--- src/rtl/text_console_writer.sv ---
// Character-stream to video-RAM writer: prints characters at a cursor, handles
// LF/CR/BS/FF and clears the screen with word writes after reset or on FF.
module text_console_writer #(
   parameter int          COLS      = 86,
   parameter int          ROWS      = 32,
   parameter logic [31:0] BASE_ADDR = 32'h0000_0000
) (
   input  logic                    clk,
   input  logic                    rst_n,
   input  logic                    i_valid,
   input  logic [7:0]              i_char,
   output logic                    o_ready,
   output logic                    o_wr_req,
   input  logic                    i_wr_gnt,
   output logic [31:0]             o_wr_addr,
   output logic [31:0]             o_wr_data,
   output logic [3:0]              o_wr_be,
   output logic [$clog2(COLS)-1:0] o_cur_col,
   output logic [$clog2(ROWS)-1:0] o_cur_row
);

   localparam int CW     = $clog2(COLS);
   localparam int RW     = $clog2(ROWS);
   localparam int NWORDS = (COLS * ROWS + 3) / 4;
   localparam int KW     = (NWORDS > 1) ? $clog2(NWORDS) : 1;

   localparam logic [KW-1:0] K_LAST   = KW'(NWORDS - 1);
   localparam logic [CW-1:0] COL_LAST = CW'(COLS - 1);
   localparam logic [RW-1:0] ROW_LAST = RW'(ROWS - 1);

   localparam logic [7:0]  CH_BS    = 8'h08;
   localparam logic [7:0]  CH_LF    = 8'h0A;
   localparam logic [7:0]  CH_FF    = 8'h0C;
   localparam logic [7:0]  CH_CR    = 8'h0D;
   localparam logic [31:0] BLANK_W  = 32'h2020_2020;

   typedef enum logic [1:0] {S_CLEAR, S_IDLE, S_WRITE} state_t;

   state_t        state;
   logic [KW-1:0] clr_k;
   logic          advance;

   logic [CW-1:0] col_adv;
   logic [RW-1:0] row_adv;
   logic [RW-1:0] row_lf;
   logic [31:0]   a_cur;
   logic [31:0]   a_bs;
   logic          accept;
   logic          printable;

   function automatic logic [31:0] cell_addr(input logic [RW-1:0] r, input logic [CW-1:0] c);
      return BASE_ADDR + 32'(r) * 32'(COLS) + 32'(c);
   endfunction

   function automatic logic [31:0] clear_addr(input logic [KW-1:0] k);
      return (BASE_ADDR + (32'(k) << 2)) & 32'hFFFF_FFFC;
   endfunction

   always_comb begin
      row_lf    = (o_cur_row == ROW_LAST) ? '0 : o_cur_row + RW'(1);
      col_adv   = (o_cur_col == COL_LAST) ? '0 : o_cur_col + CW'(1);
      row_adv   = (o_cur_col == COL_LAST) ? row_lf : o_cur_row;
      a_cur     = cell_addr(o_cur_row, o_cur_col);
      a_bs      = cell_addr(o_cur_row, o_cur_col - CW'(1));
      accept    = i_valid & o_ready;
      printable = (i_char >= 8'h20) && (i_char <= 8'h7E);
   end

   // Reset aborts any write in flight and re-arms the screen clear from word 0.
   always_ff @(posedge clk or negedge rst_n) begin
      if (!rst_n) begin
         state     <= S_CLEAR;
         clr_k     <= '0;
         advance   <= 1'b0;
         o_ready   <= 1'b0;
         o_wr_req  <= 1'b0;
         o_wr_addr <= '0;
         o_wr_data <= '0;
         o_wr_be   <= '0;
         o_cur_col <= '0;
         o_cur_row <= '0;
      end else begin
         case (state)
            S_CLEAR: begin
               if (!o_wr_req) begin
                  o_wr_req  <= 1'b1;
                  o_wr_addr <= clear_addr(clr_k);
                  o_wr_data <= BLANK_W;
                  o_wr_be   <= 4'hF;
               end else if (i_wr_gnt) begin
                  if (clr_k == K_LAST) begin
                     state     <= S_IDLE;
                     clr_k     <= '0;
                     o_wr_req  <= 1'b0;
                     o_ready   <= 1'b1;
                     o_cur_col <= '0;
                     o_cur_row <= '0;
                  end else begin
                     clr_k     <= clr_k + KW'(1);
                     o_wr_addr <= clear_addr(clr_k + KW'(1));
                  end
               end
            end

            S_IDLE: begin
               if (accept) begin
                  if (i_char == CH_LF) begin
                     o_cur_col <= '0;
                     o_cur_row <= row_lf;
                  end else if (i_char == CH_CR) begin
                     o_cur_col <= '0;
                  end else if (i_char == CH_BS) begin
                     if (o_cur_col != '0) begin
                        o_cur_col <= o_cur_col - CW'(1);
                        state     <= S_WRITE;
                        advance   <= 1'b0;
                        o_ready   <= 1'b0;
                        o_wr_req  <= 1'b1;
                        o_wr_addr <= a_bs & 32'hFFFF_FFFC;
                        o_wr_data <= BLANK_W;
                        o_wr_be   <= 4'b0001 << a_bs[1:0];
                     end
                  end else if (i_char == CH_FF) begin
                     // Start the clear immediately so the request is continuous from the next cycle.
                     state     <= S_CLEAR;
                     clr_k     <= '0;
                     o_ready   <= 1'b0;
                     o_wr_req  <= 1'b1;
                     o_wr_addr <= clear_addr('0);
                     o_wr_data <= BLANK_W;
                     o_wr_be   <= 4'hF;
                  end else if (printable) begin
                     state     <= S_WRITE;
                     advance   <= 1'b1;
                     o_ready   <= 1'b0;
                     o_wr_req  <= 1'b1;
                     o_wr_addr <= a_cur & 32'hFFFF_FFFC;
                     o_wr_data <= {4{i_char}};
                     o_wr_be   <= 4'b0001 << a_cur[1:0];
                  end
               end
            end

            S_WRITE: begin
               if (i_wr_gnt) begin
                  state    <= S_IDLE;
                  o_wr_req <= 1'b0;
                  o_ready  <= 1'b1;
                  if (advance) begin
                     o_cur_col <= col_adv;
                     o_cur_row <= row_adv;
                  end
               end
            end

            default: begin
               state    <= S_CLEAR;
               clr_k    <= '0;
               o_wr_req <= 1'b0;
               o_ready  <= 1'b0;
            end
         endcase
      end
   end

endmodule

--- config.mk ---
export PLATFORM = sky130hd
export DESIGN_NAME = text_console_writer
export DESIGN_NICKNAME = d
export VERILOG_FILES = /design/src/rtl/text_console_writer.sv
export SDC_FILE = /design/constraint.sdc
export NUM_CORES = 1
export LEC_CHECK = 0
export ABC_CLOCK_PERIOD_IN_PS = 9000
export CORE_MARGIN = 2
export CORE_UTILIZATION = 23
export DETAILED_ROUTE_END_ITERATION = 16
export GPL_ROUTABILITY_DRIVEN = 0
export SYNTH_ARGS = -nofsm -noshare
export SYNTH_HDL_FRONTEND = slang
export SYNTH_SLANG_ARGS = --single-unit
export TNS_END_PERCENT = 20
--- constraint.sdc ---
create_clock -name clk -period 9 [get_ports clk]
set_input_delay 1.35 -clock clk [delete_from_list [all_inputs] [get_ports clk]]
set_output_delay 1.35 -clock clk [all_outputs]
set_load 0.005 [all_outputs]
# Word-level counts from Yosys, hierarchy flattened
# Index checks and enable logic that the tools add are counted.
# totals
register_bits	95
# op_classes
n_lt_le_gt_ge	2
shifts	2
n_mul	1
n_bitwise	4
n_eq_ne	30
add_sub_neg	6
muxes	98
n_reduce_logical	14
# ops
cell	count
$mux 32	18
$pmux 32 s2	2
$mux 10	8
$mux 7	11
$mux 5	9
$eq 8x4->1 const B	4
$mux 4	8
$pmux 10 s3	1
$ne 2x2->1 const B	14
$reduce_and 9->1	3
$add 12x7->13	2
$mux 1	24
$mux 2	11
$pmux 7 s3	1
$reduce_and 8->1	2
$pmux 5 s3	1
$reduce_and 7->1	2
$ne 4x4->1 const B	3
$mul 5x6->11 const B	1
$add 10x1->10 const B	1
$eq 10x10->1 const B	1
$ne 3x3->1 const B	3
$ge 8x6->1 const B	1
$le 8x7->1 const B	1
20 further kinds	25

# Depth between registers and ports, before layout
# Gate-level depths: netlist of the first run.
# logic_depth
ltp_word	10
mapped_depth	14

# Least setup slack after synthesis of the first run
# No wires, ideal clock.
# synth_timing
path_type	input to register
from	in i_char[4]
to	reg o_wr_addr[11]
cell_stages	8
arrival_time_ns	3.513
setup_slack_ns	5.410
path_buffers	1
path_cell_list	or4b_4 or4_1 buf_2 a211oi_2 a32oi_1 or3b_1 o32a_1 a21oi_1
# synth_via
elab_chain_len	7
word_cells_on_any_way	18
cone_classes	order compare (2); eq/ne (8); mux (6); reduce/logical (2)
# synth_lines
item	line	rtl
start, declared	11	input logic [7:0] i_char,
branches (longest 7 deep; another with $ge 8x6->1)	n/a	
end signal, assigned	87	o_wr_addr <= clear_addr(clr_k);
end signal, assigned	100	o_wr_addr <= clear_addr(clr_k + KW'(1));
end signal, assigned	119	o_wr_addr <= a_bs & 32'hFFFF_FFFC;
end, declared	15	output logic [31:0] o_wr_addr,
# Several ways; the timed one is not identified. The select of a mux whose other input is x is not followed.
# A chain may end at the register's enable or synchronous reset.

# Worst setup path in the final report of the first run
# layout_timing
from	in i_char[2]
to	reg o_cur_col[5]
# layout_via
elab_chain_len	5
word_cells_on_any_way	10
cone_classes	eq/ne (5); mux (4); reduce/logical (1)
# layout_lines
item	line	rtl
$eq 8x4->1	110	end else if (i_char == CH_CR) begin
$mux 7	110	
$mux 7	107	if (i_char == CH_LF) begin
$mux 7	106	if (accept) begin
$pmux 7 s3	83	case (state)
end signal, assigned	114	o_cur_col <= o_cur_col - CW'(1);
end signal, assigned	150	o_cur_col <= col_adv;
end, declared	18	output logic [$clog2(COLS)-1:0] o_cur_col,
# Parallel ways exist; a longest one is shown, timed or not. The select of a mux whose other input is x is not followed.

==> qor.txt, run 1 <==
POWER
------------------------------------------------------------------------------------
Proportion of power drawn by combinational gates                               64.6%
Switching share of power                                                       47.1%
Internal power summed over all cells                                        0.820 mW
Leakage power of the design                                                  2.23 nW
Switching Power                                                             0.728 mW
Clock share of power                                                           12.3%
Proportion of power drawn by flip-flops and latches                            23.1%
Pwr dens                                                                 286 nW/um^2
Worst supply voltage drop on vdd                                              133 uV

FINISH
------------------------------------------------------------------------------------
Number of fill cells in the layout                                              2072
Antenna diode count                                                                0
Layout cell share with drive strength beyond 1                                 4.12%
Synth-to-layout area growth                                                    18.6%
Net total in the final layout                                                    638
Total area of multi-input combinational cells                              2850 um^2
Leading cell type in the layout, fill and taps excluded                 clkdlybuf4s50_1
Top library cells by usage in the layout, fill and taps aside           clkdlybuf4s50_1, o21ai_0, dfrtp_1
Post-route cell area                                                       5410 um^2
Flip-flop and latch area                                                   1230 um^2

STATUS
------------------------------------------------------------------------------------
Outcome                                                                 finished, final reports clean

SETUP PATH
------------------------------------------------------------------------------------
CP delay by family, top                                                 compound AO/OA/AOI/OAI gates
Worst-path cell with the longest stage delay                            clkdlybuf4s50_1
Critical-path maximum fanout                                                      19
Crit path largest cell delay                                                  760 ps
Logic depth of the worst register-to-register path                                14
Kind of capture point of the worst setup path                               register
Startpoint of the most critical register-to-register path               o_cur_row[4]
Reg-to-reg slack, setup                                                      5010 ps
Crit path required time                                                      9180 ps
Count of buffering cells on the critical path with inverters included              1
Terminus of the critical flop-to-flop path                              o_wr_addr[10]
Critical path arrival                                                        4560 ps
Critical path launch point type                                         primary input
Critical path type                                                      primary input to register
Crit-path cells                                                         clkdlybuf4s50_1 -> or3b_2 -> a211oi_1 -> nor2_1 -> a21oi_1 -> o21ai_0 -> a32o_1

YOSYS
------------------------------------------------------------------------------------
Synthesized area divided by synthesized cell count                         8.33 um^2
Unique cell type count in the Yosys netlist                                       62
Post-synthesis async set-or-reset flop share                                    100%
Share of the yosys chip area belonging to registers                            26.9%
Top cell type by total area after synthesis                                  dfrtp_1
Flops & latches, synth                                                            49
Top flip-flop cell by instance count after synthesis                         dfrtp_1
Number of instances in the synthesized netlist                                   548
Syn. warnings                                                                      0
Top cells by area, synth                                                dfrtp_1, ha_1, buf_4, o21ai_0, nand2_1
Number of synthesized flops with an enable pin                                     0
Area of the mapped netlist                                                 4560 um^2
Share of Yosys cell area claimed by the top area cell type                     26.9%

GLOBAL ROUTE
------------------------------------------------------------------------------------
Via count of the first global-routing pass                                      3693
Initial antenna violation count                                                    0
Total Routing Usage GR                                                         11.7%
Final global-route overflow total                                                  0
Wire length of the first global-routing pass                                 19.6 mm
Largest net degree at the start of global routing                                 50

TIMING
------------------------------------------------------------------------------------
Top achievable clock speed                                                   228 MHz
Part of the cycle the worst path needs                                         48.7%
Transition time of the tightest slew-check pin                                863 ps
RSZ-0062 raised after global routing                                              no
Time the final worst path needs with I/O delays and setup                    4380 ps
Setup_tns                                                                       0 ps
Setup violators final                                                              0
Remaining max-slew budget at the tightest pin                                  42.0%
Largest clock skew in the final design                                       7.57 ps
Final Slew Violations                                                              0
Final hold viol count                                                              0

FLOORPLANNING
------------------------------------------------------------------------------------
DIE AREA                                                                  21000 um^2
Starting Density                                                               23.4%
Core region area                                                          19500 um^2
Count of boundary I/O pins                                                        94
Die height                                                                    145 um
Core Rows                                                                         51
Die X                                                                         145 um

WORST HOLD PATH
------------------------------------------------------------------------------------
Worst hold-check path type                                              register to register
Number of cells on the worst hold path                                             2
Worst min-delay path startpoint                                         o_wr_addr[8]
End point of the most critical hold path                                o_wr_addr[8]

PLACE
------------------------------------------------------------------------------------
Placement Cell Area                                                        5270 um^2
HPWL Detailed                                                                9.03 mm
Count of port buffers added during placement                                      72

CLOCKING
------------------------------------------------------------------------------------
Hold-fix buffer count after cts                                                    0
Count of H-tree levels built during CTS                                            2
Clock latency at the later pin of the worst-skew pair                         290 ps
Total of cells resized after clock tree synthesis                                  0
CTS Root Cell                                                              clkbuf_16
Clock Pin Slew Worst Setup and Hold Paths                                      70 ps
# clock sinks                                                                     49
Postcts setup bufs                                                                 0
TritonCTS clock tree                                                            done
Number of buffers added by the clock tree synthesis step                           5
Number of buffers on the longest clock path                                        2

ROUTING
------------------------------------------------------------------------------------
Via count                                                                       3928
Total routed wirelength                                                      12.1 mm
Routed WL per cell                                                           14.2 um
Number of design rule violations left after detail routing                         0
Routed via count divided by cell count                                          4.64
Detailed-routing iteration count for the pre-antenna-repair pass                   5
DRT antenna net count                                                              0
First-iteration detailed-routing DRC count                                       272

JOB
------------------------------------------------------------------------------------
Maxcap violations                                                                  0

==> logic make-up after synthesis <==
family	Yosys count	share of synthesized area, %
multiplexers	6	1.43
AO/OA/AOI/OAI	156	22.2
adder cells (fa/ha/maj)	45	13.3
other	1	0.0822
AND/OR/NAND/NOR	158	17.9
flip-flops	49	26.9
XOR/XNOR	31	5.95
buffers and inverters	102	12.2
==> registers in the layout (all words and copies together), names as in the netlist <==
name       flops
clr_k         10
state          2
advance        1
o_cur_row      5
o_cur_col      7
o_wr_data      8
o_wr_be        4
o_wr_addr     11
o_wr_req       1
==> how the worst max path moves through the flow <==
stage	slack [ps]	depth (start not counted)	end	from
after floorplan	5410	8	o_wr_addr[11]	i_char[4]
after global placement	4440	7	clr_k[5]	i_char[5]
after detailed placement	4330	7	clr_k[5]	i_char[5]
after CTS	4670	7	o_wr_addr[9]	i_char[5]
after global routing	4410	7	o_cur_col[5]	i_char[2]
final	4620	7	o_cur_col[5]	i_char[2]
==> metal layers <==
metal	vias to the layer above	GRT usage (%)	part of all wire, %
met1	1889	16.1	49
met2	83	19.0	45
met4	0	2.50	0.98
met3	9	2.14	5.2
met5	-	0	0
li1	1947	-	-
==> power by group through the flow <==
stage	Combinational, mW	Sequential (mW)	Clock [mW]
finish	1.00	0.357	0.190
global route	1.12	0.368	0.205
CTS	1.00	0.358	0.196
detailed placement	0.995	0.361	0
global placement	0.990	0.361	0
floorplan	0.725	0.333	0
==> cell type report <==
| type | count | share of cell area [%] |
|---|---|---|
| repair buffers | 75 | 13.6 |
| clock inverters | 1 | 0.139 |
| multi-input cells | 417 | 52.7 |
| well taps | 265 | 6.12 |
| inverters | 33 | 2.29 |
| clock buffers | 7 | 2.45 |
| flip-flops and latches | 49 | 22.6 |
==> synthesized netlist by cell type (all sizes together) (9+ instances only) <==
cell    instances
nand2b         12
nand3           9
and3            9
o21ai          56
inv            33
buf            50
xnor2          14
nor2           39
nor2b          11
nand2          42
a21oi          27
dfrtp          49
ha             39
clkbuf         19
xor2           17
==> worst register-to-register path: cells and delay by family, from the launching register on <==
family                   cells  cell delay, ps
buffers and inverters        2              80
multiplexers                 2             360
adder cells (fa/ha/maj)      4            1450
flip-flops                   1             480
AO/OA/AOI/OAI                3             760
XOR/XNOR                     1             200
AND/OR/NAND/NOR              2             590
==> per-stage QoR <==
step	hold WS, ps	setup WS (ps)	utilization (%)	cells	power (mW)
finish	492	4620	27.8	847	1.55
global placement	480	4440	27.1	839	1.35
CTS	496	4670	27.8	847	1.55
floorplan	473	5410	-	568	1.06
global route	510	4410	27.8	847	1.69
detailed placement	481	4330	27.1	839	1.36
(Power assumes the default switching activity.)
==> inputs of run 2 (changes only) <==
--- a/config.mk
+++ b/config.mk
@@ -5,7 +5,7 @@
 export SDC_FILE = /design/constraint.sdc
 export NUM_CORES = 1
 export LEC_CHECK = 0
-export ABC_CLOCK_PERIOD_IN_PS = 9000
+export ABC_CLOCK_PERIOD_IN_PS = 4350
 export CORE_MARGIN = 2
 export CORE_UTILIZATION = 23
 export DETAILED_ROUTE_END_ITERATION = 16
==> constraint.sdc (replaced) <==
create_clock -name clk -period 4.35 [get_ports clk]
set_input_delay 0.6525 -clock clk [delete_from_list [all_inputs] [get_ports clk]]
set_output_delay 0.6525 -clock clk [all_outputs]
set_load 0.005 [all_outputs]
==> run 2 against run 1 <==
Count of clock-buffer cells in the layout is 2 lower. Utilization is 0.25 points higher. Global-route usage is 0.23 points lower. Wire length is 2.8% lower. Worst setup slack worse by 4100 ps. Non-clock buffer count is 5 higher. First-iteration DRC count is 19% lower. Worst hold slack worse by 20 ps. Die area stayed put. Cell area is 0.90% higher. Via count is 0.56% lower. Critical path depth is 7 higher. Critical path type is now register to register. Largest power group unchanged.
==> qor.txt, run 2 (synthesis gave the netlist of run 1 again) <==
STATUS
-------------------------------------------------------------------------------
Outcome                                                            finished, final reports clean

CLOCKING
-------------------------------------------------------------------------------
Count of H-tree levels built during CTS                                       2   unchanged
Clock latency at the later pin of the worst-skew pair                    300 ps   about the same
Clock Pin Slew Worst Setup and Hold Paths                                 80 ps   about the same
Number of buffers added by the clock tree synthesis step                      5   unchanged
# clock sinks                                                                49   unchanged
Total of cells resized after clock tree synthesis                             0   unchanged
Number of buffers on the longest clock path                                   2   unchanged
Postcts setup bufs                                                            0   unchanged
TritonCTS clock tree                                                       done
CTS Root Cell                                                         clkbuf_16
Hold-fix buffer count after cts                                               0   unchanged

SETUP PATH
-------------------------------------------------------------------------------
Critical-path maximum fanout                                                  7   -12
Critical path arrival                                                   4080 ps   -480 ps
Critical path type                                                 register to register
Startpoint of the most critical register-to-register path          o_cur_row[3]
Kind of capture point of the worst setup path                          register
Crit path required time                                                 4590 ps   -4590 ps
Terminus of the critical flop-to-flop path                         o_wr_addr[10]
Logic depth of the worst register-to-register path                           14   unchanged
Critical path launch point type                                        register
Reg-to-reg slack, setup                                                  510 ps   -4500 ps

TIMING
-------------------------------------------------------------------------------
Transition time of the tightest slew-check pin                           731 ps   -133 ps
Setup violators final                                                         0   unchanged
Largest clock skew in the final design                                  7.35 ps   -0.224 ps
Remaining max-slew budget at the tightest pin                             51.3%   +9.3 points
Part of the cycle the worst path needs                                    88.3%
Setup_tns                                                                  0 ps   unchanged
Final Slew Violations                                                         0   unchanged
Fin worst setup slack                                                    510 ps   -4110 ps
Final hold viol count                                                         0   unchanged
RSZ-0062 raised after global routing                                         no
Top achievable clock speed                                              260 MHz
Time the final worst path needs with I/O delays and setup               3840 ps
Post-Route Hold Slack                                                    473 ps   -19.6 ps

FINISH
-------------------------------------------------------------------------------
Flip-flop and latch area                                              1230 um^2   unchanged
Top library cells by usage in the layout, fill and taps aside      clkdlybuf4s50_1, o21ai_0, dfrtp_1
Synth-to-layout area growth                                               19.7%
Layout cell share with drive strength beyond 1                            5.28%   +1.2 points
Post-route cell area                                                  5460 um^2   +0.90%
Antenna diode count                                                           0   unchanged
Most flops, register                                                  o_wr_addr
Leading cell type in the layout, fill and taps excluded            clkdlybuf4s50_1
Biggest registers after layout                                     o_wr_addr x11, clr_k x10, o_wr_data x8
Final Non-Filler Cells                                                      852   +0.59%
Net total in the final layout                                               643   +0.78%
Number of fill cells in the layout                                         2082   +0.48%
Max FFs per register                                                         11   unchanged
Total area of multi-input combinational cells                         2850 um^2   unchanged

ROUTING
-------------------------------------------------------------------------------
Number of design rule violations left after detail routing                    0   unchanged
Detailed-routing iteration count for the pre-antenna-repair pass              4   -1
Via count                                                                  3906   -0.56%
Total routed wirelength                                                 11.7 mm   -2.8%
DRT antenna net count                                                         0   unchanged
Routed via count divided by cell count                                     4.58   -1.1%
First-iteration detailed-routing DRC count                                  221   -19%
Routed WL per cell                                                      13.7 um   -3.4%

FLOORPLANNING
-------------------------------------------------------------------------------
Core Rows                                                                    51   unchanged
Die X                                                                    145 um   unchanged
Core region area                                                     19500 um^2   unchanged
Starting Density                                                          23.4%   unchanged
DIE AREA                                                             21000 um^2   unchanged
Die height                                                               145 um   unchanged
Count of boundary I/O pins                                                   94   unchanged

POWER
-------------------------------------------------------------------------------
Pwr dens                                                            594 nW/um^2   +110%
Leakage power of the design                                             2.26 nW   +1.3%
Worst supply voltage drop on vdd                                         225 uV   +69%

GLOBAL ROUTE
-------------------------------------------------------------------------------
Total Routing Usage GR                                                    11.4%   -0.23 points
Final global-route overflow total                                             0   unchanged
Met2 layer usage reported by global route                                 18.8%   -0.17 points
Met3 capacity usage during global routing                                 1.91%   -0.23 points
Met1 capacity usage during global routing                                 15.8%   -0.30 points
Largest net degree at the start of global routing                            50   unchanged
Initial antenna violation count                                               0   unchanged
Most used routing layer in global routing                                  met2
Wire length of the first global-routing pass                            19.4 mm   -1.2%
Via count of the first global-routing pass                                 3699   +0.16%

PLACE
-------------------------------------------------------------------------------
HPWL Detailed                                                           8.97 mm   -0.74%
Number of cells in the design after placement                               844   +0.60%
Placement Cell Area                                                   5310 um^2   +0.71%
Count of port buffers added during placement                                 72   unchanged
Pre-CTS setup slack                                                      540 ps   -3790 ps

JOB
-------------------------------------------------------------------------------
Maxcap violations                                                             0   unchanged

WORST HOLD PATH
-------------------------------------------------------------------------------
Worst hold-check path type                                         primary input to asynchronous set/reset pin

[run 2: cell count changes in the layout (fill, tap and decap cells not counted), sizes merged]
| cell | change |
|---|---|
| clkinvlp | +1 |
| clkbuf | -2 |
| inv | +1 |
| buf | +5 |
[run 2: stage by stage]
stage          total power, mW  utilization [%]
3_3_place_gp              2.83             27.3
5_1_grt                   3.58             28.1
2_1_floorplan             2.19                -
4_1_cts                   3.27             28.1
3_5_place_dp              2.84             27.3
6_report                  3.24             28.1
[run 2: per-layer routing]
layer  share of wire, %  routed length, um
met2                 46               5420
met4               0.87                102
met1                 48               5670
met5                  0                  0
met3                4.4                521
[run 2: power breakdown]
part	internal (mW)	switching (mW)	leakage, nW
Sequential	0.569	0.161	0.632
Clock	0.218	0.192	0.0680
Combinational	0.930	1.17	1.56
Total	1.72	1.53	2.26
[run 2: layout make-up]
cell class,count,area share [%]
inverter,33,2.27
clock buffer,5,2.29
clock inverter,3,0.481
timing repair buffer,80,14.2
tap,265,6.07
sequential,49,22.4
multi-input combinational,417,52.2
[run 2: how the worst max path moves through the flow]
stage	from	endpoint	cells past startpoint
floorplan	o_cur_row[3]	o_wr_addr[10]	14
detailed placement	o_cur_row[3]	o_wr_addr[10]	14
finish	o_cur_row[3]	o_wr_addr[10]	14
global placement	o_cur_row[3]	o_wr_addr[10]	14
CTS	o_cur_row[3]	o_wr_addr[10]	14
global route	o_cur_row[3]	o_wr_addr[10]	14
[run 2: worst max-delay path: stages, from the launching register on]
cell and delay [ps]:
dfrtp_1 460, ha_1 310, inv_1 50, fa_1 470, inv_1 40, ha_1 320, xor2_1 200, ha_1 340
and3_1 160, a22oi_1 90, a221oi_1 490, mux2i_1 170, or4_1 420, o211ai_1 100, mux2_2 170
==> inputs of run 3 (changes only) <==
--- a/config.mk
+++ b/config.mk
@@ -10,6 +10,7 @@
 export CORE_UTILIZATION = 23
 export DETAILED_ROUTE_END_ITERATION = 16
 export GPL_ROUTABILITY_DRIVEN = 0
+export PLACE_DENSITY_LB_ADDON = 0.05
 export SYNTH_ARGS = -nofsm -noshare
 export SYNTH_HDL_FRONTEND = slang
 export SYNTH_SLANG_ARGS = --single-unit
==> run 3 against run 2 <==
Worst setup slack worse by 13 ps. Largest power group unchanged. Final cell count is 0.35% higher. Wire length is 15% higher. Combinational power is 5% higher. Critical path depth stayed put. Sequential power hardly changed. Highest routed layer unchanged. Via count is 0.10% higher. First-iteration DRC count is 42% lower. Flip-flop and latch count stayed put. Critical path type unchanged.
==> qor.txt, run 3 (synthesis gave the netlist of run 1 again) <==
PLACE
------------------------------------------------------------------------------------
Count of port buffers added during placement                                      72   unchanged
HPWL Detailed                                                                10.4 mm   +16%

TIMING
------------------------------------------------------------------------------------
Largest clock skew in the final design                                       5.83 ps   -1.52 ps
Top achievable clock speed                                                   260 MHz   -0.35%
Final hold viol count                                                              0   unchanged
Setup violators final                                                              0   unchanged
RSZ-0062 raised after global routing                                              no
Remaining max-slew budget at the tightest pin                                  35.6%   -16 points
Transition time of the tightest slew-check pin                                965 ps   +235 ps
Time the final worst path needs with I/O delays and setup                    3850 ps   +13.5 ps
Setup_tns                                                                       0 ps   unchanged
Final Slew Violations                                                              0   unchanged
Part of the cycle the worst path needs                                         88.6%   +0.31 points
Post-Route Hold Slack                                                         370 ps   -102 ps

CLOCKING
------------------------------------------------------------------------------------
Postcts setup bufs                                                                 0   unchanged
Number of buffers on the longest clock path                                        2   unchanged
Count of H-tree levels built during CTS                                            2   unchanged
TritonCTS clock tree                                                            done
# clock sinks                                                                     49   unchanged
Clock latency at the later pin of the worst-skew pair                         310 ps   about the same
Number of buffers added by the clock tree synthesis step                           5   unchanged
Total of cells resized after clock tree synthesis                                  0   unchanged
Hold-fix buffer count after cts                                                    0   unchanged
CTS Root Cell                                                              clkbuf_16
Clock Pin Slew Worst Setup and Hold Paths                                      70 ps   about the same

ROUTING
------------------------------------------------------------------------------------
Routed via count divided by cell count                                          4.57   -0.25%
DRT antenna net count                                                              0   unchanged
Detailed-routing iteration count for the pre-antenna-repair pass                   4   unchanged
Total routed wirelength                                                      13.4 mm   +15%
Routed WL per cell                                                           15.7 um   +14%
First-iteration detailed-routing DRC count                                       128   -42%
Number of design rule violations left after detail routing                         0   unchanged
Via count                                                                       3910   +0.10%

JOB
------------------------------------------------------------------------------------
Maxcap violations                                                                  0   unchanged

SETUP PATH
------------------------------------------------------------------------------------
Crit path required time                                                      4600 ps   about the same
Timing startpoint of the critical path                                  o_cur_row[3]
Crit-path cells                                                         ha_1 -> inv_1 -> fa_1 -> inv_1 -> ha_1 -> xor2_1 -> ha_1 -> and3_1 -> a22oi_1 -> a221oi_1 -> mux2i_1 -> or4_1 -> o211ai_1 -> mux2_2
Critical-path maximum fanout                                                       7   unchanged
Count of buffering cells on the critical path with inverters included              2   unchanged
Crit path largest cell delay                                                  500 ps   about the same
CP Capture Point                                                        o_wr_addr[10]
Reg-to-reg slack, setup                                                       500 ps   about the same
Kind of capture point of the worst setup path                               register
Terminus of the critical flop-to-flop path                              o_wr_addr[10]
Crit. path cell count                                                             14   unchanged
Logic depth of the worst register-to-register path                                14   unchanged
Most used cell, CP                                                              ha_1
Worst-path cell with the longest stage delay                                a221oi_1
Critical path arrival                                                        4100 ps   +20 ps
Critical path type                                                      register to register
CP delay by family, top                                                  adder cells
Startpoint of the most critical register-to-register path               o_cur_row[3]
Critical path launch point type                                             register

GLOBAL ROUTE
------------------------------------------------------------------------------------
Final global-route overflow total                                                  0   unchanged
Initial antenna violation count                                                    0   unchanged
Total Routing Usage GR                                                         13.4%   +2.0 points
Largest net degree at the start of global routing                                 26   -48%
Wire length of the first global-routing pass                                 22.0 mm   +14%
Via count of the first global-routing pass                                      3966   +7.2%

POWER
------------------------------------------------------------------------------------
Pwr dens                                                                 610 nW/um^2   +2.7%
Leakage power of the design                                                  2.27 nW   +0.72%
Worst supply voltage drop on vdd                                              212 uV   -5.6%

FINISH
------------------------------------------------------------------------------------
Biggest registers after layout                                          o_wr_addr x11, clr_k x10, o_wr_data x8
Number of fill cells in the layout                                              2090   +0.38%
Antenna diode count                                                                0   unchanged
Net total in the final layout                                                    646   +0.47%
Top library cells by usage in the layout, fill and taps aside           clkdlybuf4s50_1, o21ai_0, dfrtp_1
Layout cell share with drive strength beyond 1                                 5.76%   +0.48 points
Leading cell type in the layout, fill and taps excluded                 clkdlybuf4s50_1
Most flops, register                                                       o_wr_addr
Synth-to-layout area growth                                                    20.1%
Max FFs per register                                                              11   unchanged

FLOORPLANNING
------------------------------------------------------------------------------------
Starting Density                                                               23.4%   unchanged
Core Rows                                                                         51   unchanged
DIE AREA                                                                  21000 um^2   unchanged
Die height                                                                    145 um   unchanged
Core region area                                                          19500 um^2   unchanged
Die X                                                                         145 um   unchanged
Count of boundary I/O pins                                                        94   unchanged

STATUS
------------------------------------------------------------------------------------
Outcome                                                                 finished, final reports clean

WORST HOLD PATH
------------------------------------------------------------------------------------
Worst hold-check path type                                              primary input to asynchronous set/reset pin

## run 3: changes by cell type in the layout (fill, tap and decap cells not counted), sizes merged
cell / change
clkinv: +1
buf: +3
clkinvlp: -1
## run 3: worst min path at each step
stage	startpoint	end	cells after the start
final	rst_n	o_wr_data[23]	1
after global routing	rst_n	o_wr_data[23]	1
after CTS	rst_n	o_wr_data[23]	1
after detailed placement	o_wr_addr[4]	o_wr_addr[4]	2
after global placement	o_wr_addr[3]	o_wr_addr[3]	2
after floorplan	rst_n	advance	0
## run 3: layer usage
| layer | global-route usage [%] | share of wire, % | vias to the layer above |
|---|---|---|---|
| li1 | - | - | 1970 |
| met1 | 18.7 | 49 | 1884 |
| met2 | 22.1 | 47 | 48 |
| met3 | 1.94 | 2.4 | 8 |
| met4 | 2.45 | 0.74 | 0 |
| met5 | 0 | 0 | - |
## run 3: final cells by class
cell class              instances  area (um^2)  area share (%)
clock buffers                   5          125            2.28
well taps                     265          332            6.05
inverters                      33          124            2.26
multi-input cells             417         2850            52.1
clock inverters                 3         21.3           0.388
repair buffers                 83          798            14.6
flip-flops and latches         49         1230            22.4
## run 3: through the flow
| step | area, um^2 | total power, mW | util, % | cells | setup WS [ps] |
|---|---|---|---|---|---|
| finish | 5480 | 3.34 | 28.2 | 855 | 497 |
| global route | 5480 | 3.70 | 28.2 | 855 | 174 |
| CTS | 5480 | 3.41 | 28.2 | 855 | 490 |
| detailed placement | 5330 | 2.96 | 27.4 | 847 | 491 |
| global placement | 5330 | 2.98 | 27.4 | 847 | 566 |
| floorplan | 4640 | 2.19 | - | 568 | 823 |
## run 3: where the power goes
| group | total, mW | leakage, nW | internal [mW] | switching [mW] |
|---|---|---|---|---|
| Combinational | 2.20 | 1.57 | 0.960 | 1.24 |
| Sequential | 0.732 | 0.632 | 0.569 | 0.164 |
| Clock | 0.414 | 0.0702 | 0.215 | 0.199 |
